[src/rtl/rom_port_arbiter.sv]
// Round-robin arbiter sharing one fixed-latency ROM read port between two requesters.
// Optional requester-0 burst lock is built when ROM_ARB_LOCK_EN is defined.
module rom_port_arbiter #(
  parameter int AW     = 11,
  parameter int DW     = 16,
  parameter int RD_LAT = 1
) (
  input  logic          clk,
  input  logic          rst,
  input  logic          i_req0,
  input  logic [AW-1:0] i_addr0,
  output logic          o_gnt0,
  output logic          o_rvalid0,
  input  logic          i_req1,
  input  logic [AW-1:0] i_addr1,
  output logic          o_gnt1,
  output logic          o_rvalid1,
  output logic [DW-1:0] o_rdata,
  input  logic          i_lock,
  output logic          o_rom_en,
  output logic [AW-1:0] o_rom_addr,
  input  logic [DW-1:0] i_rom_data
);

  logic              last_q, last_d;
  logic [RD_LAT-1:0] vld_q, vld_d;
  logic [RD_LAT-1:0] id_q, id_d;
  logic              gnt0, gnt1;
  logic              lock_act;

`ifdef ROM_ARB_LOCK_EN
  logic locked_q, locked_d;

  // lock only holds while requester 0 keeps both lock and request up
  assign lock_act = locked_q & i_lock & i_req0;

  always_comb begin
    locked_d = locked_q;
    if (!i_lock || !i_req0) begin
      locked_d = 1'b0;
    end else if (gnt0) begin
      locked_d = 1'b1;
    end
  end

  always_ff @(posedge clk) begin
    if (rst) begin
      locked_q <= 1'b0;
    end else begin
      locked_q <= locked_d;
    end
  end
`else
  logic unused_lock;
  assign unused_lock = i_lock;
  assign lock_act    = 1'b0;
`endif

  always_comb begin
    gnt0 = 1'b0;
    gnt1 = 1'b0;
    if (!rst) begin
      if (lock_act) begin
        gnt0 = 1'b1;
      end else begin
        unique case (1'b1)
          (i_req0 & i_req1): begin
            gnt0 = last_q;
            gnt1 = ~last_q;
          end
          (i_req0 & ~i_req1): gnt0 = 1'b1;
          (~i_req0 & i_req1): gnt1 = 1'b1;
          default: ;
        endcase
      end
    end
  end

  assign o_gnt0   = gnt0;
  assign o_gnt1   = gnt1;
  assign o_rom_en = gnt0 | gnt1;

  always_comb begin
    o_rom_addr = '0;
    if (gnt0) begin
      o_rom_addr = i_addr0;
    end else if (gnt1) begin
      o_rom_addr = i_addr1;
    end
  end

  always_comb begin
    last_d = last_q;
    if (gnt0) begin
      last_d = 1'b0;
    end else if (gnt1) begin
      last_d = 1'b1;
    end
  end

  // tag pipeline mirrors the ROM latency so data is steered by id
  always_comb begin
    vld_d    = vld_q;
    id_d     = id_q;
    vld_d[0] = o_rom_en;
    id_d[0]  = gnt1;
    for (int i = 1; i < RD_LAT; i++) begin
      vld_d[i] = vld_q[i-1];
      id_d[i]  = id_q[i-1];
    end
  end

  always_ff @(posedge clk) begin
    if (rst) begin
      last_q <= 1'b1;
      vld_q  <= '0;
      id_q   <= '0;
    end else begin
      last_q <= last_d;
      vld_q  <= vld_d;
      id_q   <= id_d;
    end
  end

  assign o_rvalid0 = vld_q[RD_LAT-1] & ~id_q[RD_LAT-1];
  assign o_rvalid1 = vld_q[RD_LAT-1] & id_q[RD_LAT-1];
  assign o_rdata   = i_rom_data;

endmodule

[config.mk]
export PLATFORM = sky130hd
export DESIGN_NAME = rom_port_arbiter
export DESIGN_NICKNAME = d
export VERILOG_FILES = /design/src/rtl/rom_port_arbiter.sv
export SDC_FILE = /design/constraint.sdc
export NUM_CORES = 1
export LEC_CHECK = 0
export BUFFER_PORTS_ARGS = -buffer_cell sky130_fd_sc_hd__buf_4
export CAP_MARGIN = 40
export CELL_PAD_IN_SITES_DETAIL_PLACEMENT = 1
export CELL_PAD_IN_SITES_GLOBAL_PLACEMENT = 2
export CORE_MARGIN = 3
export CORE_UTILIZATION = 10
export CTS_CLUSTER_SIZE = 40
export DETAILED_ROUTE_END_ITERATION = 8
export GPL_TIMING_DRIVEN = 1
export HOLD_SLACK_MARGIN = 0.08
export PLACE_DENSITY_LB_ADDON = 0.1
export SYNTH_ARGS = -nofsm -noshare
export SYNTH_HDL_FRONTEND = slang
export SYNTH_SLANG_ARGS = --single-unit
[constraint.sdc]
create_clock -name clk -period 0.8 [get_ports clk]
set_input_delay 0.04 -clock clk [delete_from_list [all_inputs] [get_ports clk]]
set_output_delay 0.04 -clock clk [all_outputs]
set_load 0.01 [all_outputs]
# Word-level counts from Yosys, hierarchy flattened
# Index checks and enable logic that the tools add are counted.
[totals] regBits=3 in_bits=43 output_inout_bits=32 elab_cells=22
[classes] n_mux=8 bitwise=10 n_reduce_logical=1
[ops] op="11-bit 2-to-1 mux" n=2
[ops] op="1-bit AND" n=5
[ops] op="1-bit 2-to-1 mux" n=4
[ops] op="1-bit NOT" n=4
[ops] op="1-bit case mux with 2 select lines" n=2
[ops] op="2-bit nonzero test" n=1
[ops] op="1-bit bitwise OR" n=1

# Depth between registers and ports, before layout
# Gate-level depths: netlist of run 1.
[logic_depth] depth_word=6 mapped_depth=4

# Worst setup path before layout of run 1
# No wires, ideal clock.
[synth_path] kind="flip-flop to output port" startpoint="reg last_q" endpoint="out o_rom_addr[1]" arrival_time_ns=0.908 setup_slack_ns=-0.148 stages_incl_launch_ff=5 cell_sequence="dfxtp_1 nand2b_4 buf_6 a32oi_1 nor2_1"
[synth_between] elab_chain_len=5 word_cells_on_any_way=7 cone_classes="mux: 6; bitwise: 1"
[synth_rtl] item="start, declared" line="25" rtl="logic last_q, last_d;"
[synth_rtl] item="start signal, assigned" line="119" rtl="last_q <= last_d;"
[synth_rtl] item="1-bit NOT" line="69" rtl="gnt1 = ~last_q;"
[synth_rtl] item="1-bit case mux with 2 select lines" line="66" rtl="unique case (1'b1)"
[synth_rtl] item="1-bit 2-to-1 mux" line="62" rtl="if (!rst) begin"
[synth_rtl] item="11-bit 2-to-1 mux" line="87" rtl="end else if (gnt1) begin"
[synth_rtl] item="11-bit 2-to-1 mux (*)" line="85" rtl="if (gnt0) begin"
[synth_rtl] item="end, declared" line="21" rtl="output logic [AW-1:0] o_rom_addr,"
# Mark *: on every way between the ends. The rest lies on a longest branch, timed or not.

# Final worst setup path of run 1
[layout_path] startpoint="reg last_q" endpoint="out o_rom_addr[2]"
# The elaborated chain is that of the path after synthesis.

==> results of run 1 <==
## power by group
part	switching (W)	total, W	internal (W)
Clock	0.000101	0.000441	0.000340
Sequential	0.0000101	0.000171	0.000161
Combinational	0.000158	0.000377	0.000219
Total	0.000270	0.000990	0.000720
## layer usage
layer / wire length [um] / up-vias
met2: 1080 / 25
met5: 0 / -
met1: 702 / 247
li1: - / 259
met3: 132 / 6
met4: 19 / 0
## repair_timing
action,CTS,global route
pin swaps,2,5
endpoints found under the setup margin,17,17
hold buffers,0,0
buffers inserted,0,0
gates resized for setup,6,3
gates cloned,1,0
endpoints found under the hold margin,0,0
## cells in the mapped netlist (2+ instances only)
master   count
buf_4       16
dfxtp_1      3
buf_6        3
a32oi_1     11
nand2_1      2
nor2b_1      2
nor2_1      15
## metrics by stage
step	setup WS (ns)	hold slack, ns	cell area (um^2)
2_1_floorplan	-0.0997	0.171	457
3_3_place_gp	-0.218	0.0801	709
3_5_place_dp	-0.220	0.0801	709
4_1_cts	-0.435	0.0801	779
5_1_grt	-0.505	0.0800	795
6_report	-0.427	0.0800	795
## final cells by class
type / count / area [um^2] / share of cell area, %
repair buffers: 47 / 364 / 45.8
multi-input cells: 37 / 256 / 32.3
flip-flops and latches: 3 / 66.3 / 8.35
well taps: 50 / 62.6 / 7.87
clock buffers: 4 / 45.0 / 5.67
## worst paths after layout
kind / from / slack [ns] / cells after the start / end
min reg2reg: last_q / 0.56 / 2 / last_q
max reg2reg: last_q / -0.04 / 3 / id_q
max: last_q / -0.43 / 5 / o_rom_addr[2]
min: i_rom_data[14] / 0.08 / 0 / o_rdata[14]
## state kept, by name (all words and copies together) (netlist names)
register	flops
id_q	1
last_q	1
vld_q	1
## cell families (layout without fill, tap and decap cells)
family / after synthesis / in the layout / share of synthesized area [%]
DFF: 3 / 3 / 13.3
buffers and inverters: 21 / 51 / 35.9
AOI/OAI and AO/OA: 13 / 13 / 26.5
and+or+nand+nor: 23 / 24 / 24.3
## critical path, stage by stage, from the launching register on
cell,delay [ns]
dfxtp_4,0.36
a21boi_4,0.16
buf_6,0.15
a32oi_1,0.05
nor2_1,0.12
buf_4,0.14
==> impl_metrics.yaml, run 1 <==
sta:
  maxSlewViolCount: 0
  fin_skew_ns: 0.0000291
  finalSetupViolations: 17
  rsz0062_at_grt: "yes"
  fin_ws_ns: -0.427
  finalHoldViolCount: 0
  worst_pin_slew_ns: 0.196
  max-slew-margin-rel_pct: 87.0
  max_freq_mhz: 815
  min_period_ns: 1.23
  layout_worst_path_cycle_share_pct: 153
  tns_ns: -5.09
cts:
  clkTransAtPathRegs_ns: 0.03
  clk_latency_ns: 0.21
  cts_max_level: 1
  cts_buffer_depth: 2
  clock_sinks: 3
  cts_made_buffers: 3
  cts_tree: "built"
  clock-root-buffer: "clkbuf_8"
synth:
  synth_cell_type_count: 15
  synth_warnings: 0
  ys_seq_area_share_pct: 13.3
  ys.flop_type: "dfxtp_1"
  syn_area_um2: 453
  synth_edf_count: 0
  synth-seq-cells: 3
  postSynth.asyncResetShare_pct: 0
  synth_fp_nets: 103
  postSynthCellCount: 60
  synth.area.top_cells: "buf_4 (27%), a32oi_1 (21%), dfxtp_1 (13%)"
  synth_largest_area_cell: "buf_4"
  synth.avg_cell_area_um2: 7.55
  synth_top_area_share_pct: 26.5
global_route:
  grt_pass1_wl_um: 2870
  grt_most_used_layer: "met2"
  antenna_found_initial: 0
  grt_use_met2_pct: 12.8
  gr-total-overflow: 0
  grt_max_degree: 18
  gr-usage-met3_pct: 2.60
  grt_pass1_vias: 582
  track_usage_pct: 7.12
  grt.met1_usage_pct: 7.70
layout:
  syn_to_final_growth_pct: 75.4
  layout-drive-gt1-share_pct: 64.8
  fin_util_pct: 19.0
  final_common_cell: "buf_4"
  layout_common_cells: "buf_4 (44), nor2_1 (14), a32oi_1 (10), clkbuf_8 (3), buf_6 (3)"
  fin_nets: 135
  num-fill-cells: 499
  instances_no_fill: 141
  antenna_cells: 0
die:
  fp.dieH_um: 73.3
  row_count: 23
  top_level_ports: 75
  fp.dieW_um: 73.3
  core_area_um2: 4170
  die_area_um2: 5370
  initial_utilization_pct: 10.9
worst_setup_path:
  worstSetupStartpointType: "register"
  critPathMaxFanout: 8
  end_kind: "primary output"
  path_class: "reg2out"
  critPathArrivalTime_ns: 1.19
  required_ns: 0.76
route:
  postRouteAntennaNets: 0
  drt_pass1_iterations: 4
  vias: 537
  wire_per_inst_um: 13.7
  initialDrtViolationCount: 8
  drc_errors: 0
  viasPerCell: 3.81
  wl_um: 1930
power:
  power_density_nw_per_um2: 1250
  p_leak_nw: 0.382
  power_w: 0.000990
  vdd_drop_max_v: 0.000519
min_path:
  hold_path_class: "in2out"
placement:
  hpwl_um: 1420
  gp_congestion: 0.626
  port-buffer-count: 41
  dp.cells: 136
flow_run:
  cap_violations: 0
status:
  failed_checks: "setup timing"
  status: "complete, but fails checks"
(Power assumes the default switching activity.)
==> run 2, diff against run 1 <==
--- a/config.mk
+++ b/config.mk
@@ -5,6 +5,7 @@
 export SDC_FILE = /design/constraint.sdc
 export NUM_CORES = 1
 export LEC_CHECK = 0
+export ABC_AREA = 1
 export BUFFER_PORTS_ARGS = -buffer_cell sky130_fd_sc_hd__buf_4
 export CAP_MARGIN = 40
 export CELL_PAD_IN_SITES_DETAIL_PLACEMENT = 1
==> run 2 against run 1 <==
  * Sequential cell count stayed put
  * Design area is 29% higher
  * Cell count is 23% higher
  * The flow still finishes with violations (setup timing)
==> impl_metrics.yaml, run 2 <==
global_route:
  grt_pass1_vias: 688
  grt_max_degree: 12
  gr-total-overflow: 0
  track_usage_pct: 7.16
  grt_pass1_wl_um: 3260
  antenna_found_initial: 0
cts:
  cts_made_buffers: 3
  clock-root-buffer: "clkbuf_8"
  cts_max_level: 1
  clk_latency_ns: 0.22
  clkTransAtPathRegs_ns: 0.03
  clock_sinks: 3
  cts_buffer_depth: 2
  cts_tree: "built"
synth:
  postSynth.asyncResetShare_pct: 0
  synth.avg_cell_area_um2: 6.73
  synth.area.top_cells: "buf_4 (24%), nand4_1 (14%), dfxtp_1 (12%)"
  synth_fp_nets: 117
  yosysMostFrequentCell: "buf_4"
  synth-seq-cells: 3
  synth_cell_type_count: 17
  synth_warnings: 0
  synth_edf_count: 0
  ys.flop_type: "dfxtp_1"
  syn_area_um2: 498
  postSynthCellCount: 74
  synth_top_area_share_pct: 24.1
  synth_largest_area_cell: "buf_4"
  synthTopCellsByCount: "buf_4 (16), nand2_1 (14), nand4_1 (11)"
  ys_seq_area_share_pct: 12.1
layout:
  layout_common_cells: "buf_4 (32), buf_6 (13), nand4_1 (11), nand2_2 (11), nand3_2 (10)"
  syn_to_final_growth_pct: 106
  final_common_cell: "buf_4"
  design_area_um2: 1030
  layout-drive-gt1-share_pct: 80.2
  top_regs: "id_q x1, last_q x1, vld_q x1"
  fin_nets: 150
  antenna_cells: 0
sta:
  max-slew-margin-rel_pct: 90.4
  finalSetupViolations: 15
  layout_worst_path_cycle_share_pct: 132
  worst_pin_slew_ns: 0.142
  rsz0062_at_grt: "yes"
  fin_skew_ns: 0.00176
  finalHoldViolCount: 0
  max_freq_mhz: 946
  min_period_ns: 1.06
  hold-worst-slack_ns: 0.0743
  fin_ws_ns: -0.257
  maxSlewViolCount: 0
worst_setup_path:
  cp_slowest_cell: "dfxtp_4"
  critPathMaxStageDelay_ns: 0.40
  critPathArrivalTime_ns: 1.02
  end_kind: "primary output"
  critPathMaxFanout: 7
  worstSetupStartpointType: "register"
  path_class: "reg2out"
  crit_chain: "inv_8 -> nand2_8 -> nand3_2 -> nand2_2 -> buf_6"
  required_ns: 0.76
die:
  fp.dieW_um: 76.6
  initial_utilization_pct: 10.5
  die_area_um2: 5860
  fp.dieH_um: 76.6
  row_count: 25
  core_area_um2: 4750
  top_level_ports: 75
status:
  failed_checks: "setup timing"
  status: "complete, but fails checks"
route:
  postRouteAntennaNets: 0
  wl_um: 2020
  drc_errors: 0
  wire_per_inst_um: 11.7
  vias: 610
  viasPerCell: 3.53
  drt_pass1_iterations: 2
  initialDrtViolationCount: 15
power:
  power_w: 0.00111
  vdd_drop_max_v: 0.000318
  power_density_nw_per_um2: 1080
  p_leak_nw: 0.461
placement:
  placed_cell_area_um2: 812
  gp_congestion: 0.599
  hpwl_um: 1570
  port-buffer-count: 41
flow_run:
  cap_violations: 0
min_path:
  hold_path_class: "in2reg"
==> run 2: cell count changes after synthesis, sizes merged, moves of 2 or more <==
cell	before	now
nor2	15	2
nand4	0	11
a21oi	0	2
nand3	0	11
nand2b	2	0
inv	0	5
nor2b	2	0
nand2	2	15
a32oi	11	0
==> run 2: what timing repair did <==
item,CTS,global route
gates cloned,1,0
endpoints found under the hold margin,1,0
setup endpoints to repair,15,16
hold buffers,1,0
pin swaps,1,12
buffers inserted,0,1
gates resized for setup,21,23
==> run 2: worst paths after layout <==
| kind | from | end | slack [ns] | cells after the start |
|---|---|---|---|---|
| worst max-delay path | last_q | o_rom_addr[6] | -0.26 | 5 |
| worst min-delay path | rst | vld_q | 0.07 | 2 |
| worst max register to register | last_q | last_q | -0.03 | 3 |
| worst min register to register | last_q | id_q | 0.64 | 2 |
==> run 2: cell type report <==
| type | instances | area (um^2) |
|---|---|---|
| clock buffers | 4 | 45.0 |
| flip-flops and latches | 3 | 66.3 |
| repair buffers | 48 | 437 |
| well taps | 67 | 83.8 |
| inverters | 5 | 26.3 |
| multi-input cells | 46 | 368 |
| fillers | 580 | 3730 |
==> run 2: cell families (layout without fill, tap and decap cells) <==
kind of cell / count (synthesis) / in the layout / synth area share, %
AND/OR/NAND/NOR: 40 / 41 / 42.2
buffers and inverters: 26 / 57 / 40.2
AO/OA/AOI/OAI: 5 / 5 / 5.53
flip-flops: 3 / 3 / 12.1
==> run 2: critical path, delay by kind of cell, from the launching register on <==
| kind | cells | cell delay, ns |
|---|---|---|
| flip-flops | 1 | 0.40 |
| AND/OR/NAND/NOR | 3 | 0.24 |
| buffers and inverters | 2 | 0.16 |
==> run 2: power by group <==
part	total (W)	internal, W	switching, W
clock	0.000440	0.000340	0.0000998
sequential	0.000181	0.000163	0.0000181
combinational	0.000484	0.000265	0.000219
total	0.00111	0.000768	0.000337
==> run 2: through the flow <==
stage / utilization, % / setup TNS, ns / setup slack (ns) / instances
finish: 21.6 / -3.24 / -0.257 / 173
detailed placement: 17.1 / -2.17 / -0.218 / 167
global route: 21.6 / -4.12 / -0.324 / 173
global placement: 17.1 / -1.86 / -0.188 / 167
CTS: 19.8 / -3.65 / -0.308 / 173
floorplan: - / 0 / 0.0248 / 74
==> run 2: per-layer routing <==
metal  global-route usage, %  up-vias  part of all wire, %
li1                        -      303                    -
met2                    12.5       20                   52
met4                    3.62        0                  1.9
met5                       0        -                    0
met1                    8.12      279                   41
met3                    1.65        8                  5.8
==> run 3, diff against run 2 <==
--- a/config.mk
+++ b/config.mk
@@ -10,6 +10,7 @@
 export CAP_MARGIN = 40
 export CELL_PAD_IN_SITES_DETAIL_PLACEMENT = 1
 export CELL_PAD_IN_SITES_GLOBAL_PLACEMENT = 2
+export CORE_ASPECT_RATIO = 1.2
 export CORE_MARGIN = 3
 export CORE_UTILIZATION = 10
 export CTS_CLUSTER_SIZE = 40
==> run 3 against run 2 <==
  * Largest cell class unchanged
  * Critical path depth unchanged
  * Clock power up 0.9%
  * Setup slack worse by 0.052 ns
  * Clock-buffer cell count unchanged
  * Register-to-register slack better by 0.10 ns
  * The run still ends with setup timing left
  * Global-route usage up 0.33 points
  * Design area down 5.2%
==> impl_metrics.yaml, run 3 (synthesis gave the netlist of run 2 again) <==
route:
  initialDrtViolationCount: 7
  postRouteAntennaNets: 0
  drt_pass1_iterations: 4
  wire_per_inst_um: 13.0
  vias: 638
  drc_errors: 0
  viasPerCell: 3.82
  wl_um: 2170
power:
  vdd_drop_max_v: 0.000387
  power_density_nw_per_um2: 1140
  p_leak_nw: 0.475
cts:
  clkTransAtPathRegs_ns: 0.03
  cts_setup_buffers: 0
  cts_tree: "built"
  clk_latency_ns: 0.22
  cts_made_buffers: 3
  clock-root-buffer: "clkbuf_8"
  cts_buffer_depth: 2
  clock_sinks: 3
  cts_max_level: 1
layout:
  layout_common_cells: "buf_4 (35), buf_6 (13), nand4_1 (11), nand2_2 (10), nand3_1 (10)"
  design_area_um2: 972
  top_regs: "id_q x1, last_q x1, vld_q x1"
  syn_to_final_growth_pct: 95.2
  num-fill-cells: 568
  antenna_cells: 0
  fin_nets: 153
  layout-drive-gt1-share_pct: 71.6
  fin_util_pct: 20.7
  final_common_cell: "buf_4"
global_route:
  grt_pass1_wl_um: 3440
  grt_max_degree: 13
  gr-total-overflow: 0
  track_usage_pct: 7.49
  antenna_found_initial: 0
  grt_pass1_vias: 715
status:
  failed_checks: "setup timing"
  status: "complete, but fails checks"
die:
  row_count: 27
  fp.dieW_um: 70.4
  core_area_um2: 4700
  fp.dieH_um: 83.3
  die_area_um2: 5870
  initial_utilization_pct: 10.6
  top_level_ports: 75
worst_setup_path:
  critPathMaxFanout: 6
  critPathArrivalTime_ns: 1.07
  critPathBufInv: 2
  critPathTopFamily: "flip-flops"
  required_ns: 0.76
  critPathMaxStageDelay_ns: 0.35
  crit_chain: "nand2_4 -> buf_12 -> nand4_1 -> nand2_2 -> buf_6"
  cp_slowest_cell: "dfxtp_4"
  path_class: "reg2out"
  worstSetupStartpointType: "register"
  end_kind: "primary output"
sta:
  maxSlewViolCount: 0
  max-slew-margin-rel_pct: 78.3
  fin_skew_ns: 0.0000634
  max_freq_mhz: 901
  min_period_ns: 1.11
  layout_worst_path_cycle_share_pct: 139
  rsz0062_at_grt: "yes"
  worst_pin_slew_ns: 0.324
  tns_ns: -3.61
  finalHoldViolCount: 0
  fin_ws_ns: -0.310
  finalSetupViolations: 14
min_path:
  hold_path_class: "in2out"
placement:
  gp_congestion: 0.642
  port-buffer-count: 41
  hpwl_um: 1590
  placed_cell_area_um2: 791
flow_run:
  cap_violations: 0
run 3: worst paths after layout:
check / from / endpoint / slack (ns) / cells past startpoint
worst max-delay path: last_q / o_rom_addr[3] / -0.31 / 5
worst min-delay path: i_rom_data[7] / o_rdata[7] / 0.08 / 0
worst max register to register: last_q / last_q / 0.07 / 3
worst min register to register: last_q / id_q / 0.58 / 2
run 3: where the power goes:
| part | total (W) | internal [W] | switching, W |
|---|---|---|---|
| Combinational | 0.000484 | 0.000274 | 0.000210 |
| Clock | 0.000444 | 0.000340 | 0.000104 |
| Sequential | 0.000175 | 0.000163 | 0.0000124 |
run 3: repair_timing:
item                                   in CTS  in global routing
cloned                                      1                  1
resized for setup                          22                  8
setup endpoints to repair                  16                 17
hold buffers                                1                  0
pin swaps                                   1                 14
endpoints found under the hold margin       1                  0
run 3: area by class of cell:
cell class	instances	area, um^2	share of cell area, %
Clock buffer	4	45.0	4.63
Sequential cell	3	66.3	6.82
Inverter	5	21.3	2.19
Timing Repair Buffer	51	464	47.7
Tap cell	58	72.6	7.46
Multi-Input combinational cell	46	303	31.1
run 3: routing by layer:
layer	wire, um	up-vias	track usage (%)
li1	-	308	-
met3	275	2	4.24
met1	837	286	8.13
met2	1060	42	12.5
met5	0	-	0
met4	4	0	1.74
run 3: worst reg2reg max path, cell delays in order, from the launching register on:
cell,delay (ns)
dfxtp_4,0.36
inv_4,0.06
nand2_4,0.10
o211ai_1,0.08
run 3: stage by stage:
step	power, W	std cells	hold WS, ns	worst slack (ns)
finish	0.00110	167	0.0800	-0.310
global route	0.00119	167	0.0800	-0.365
CTS	0.00111	166	0.0801	-0.331
detailed placement	0.000572	160	0.0801	-0.230
global placement	0.000572	160	0.0801	-0.204
floorplan	0.000421	74	0.136	0.0248
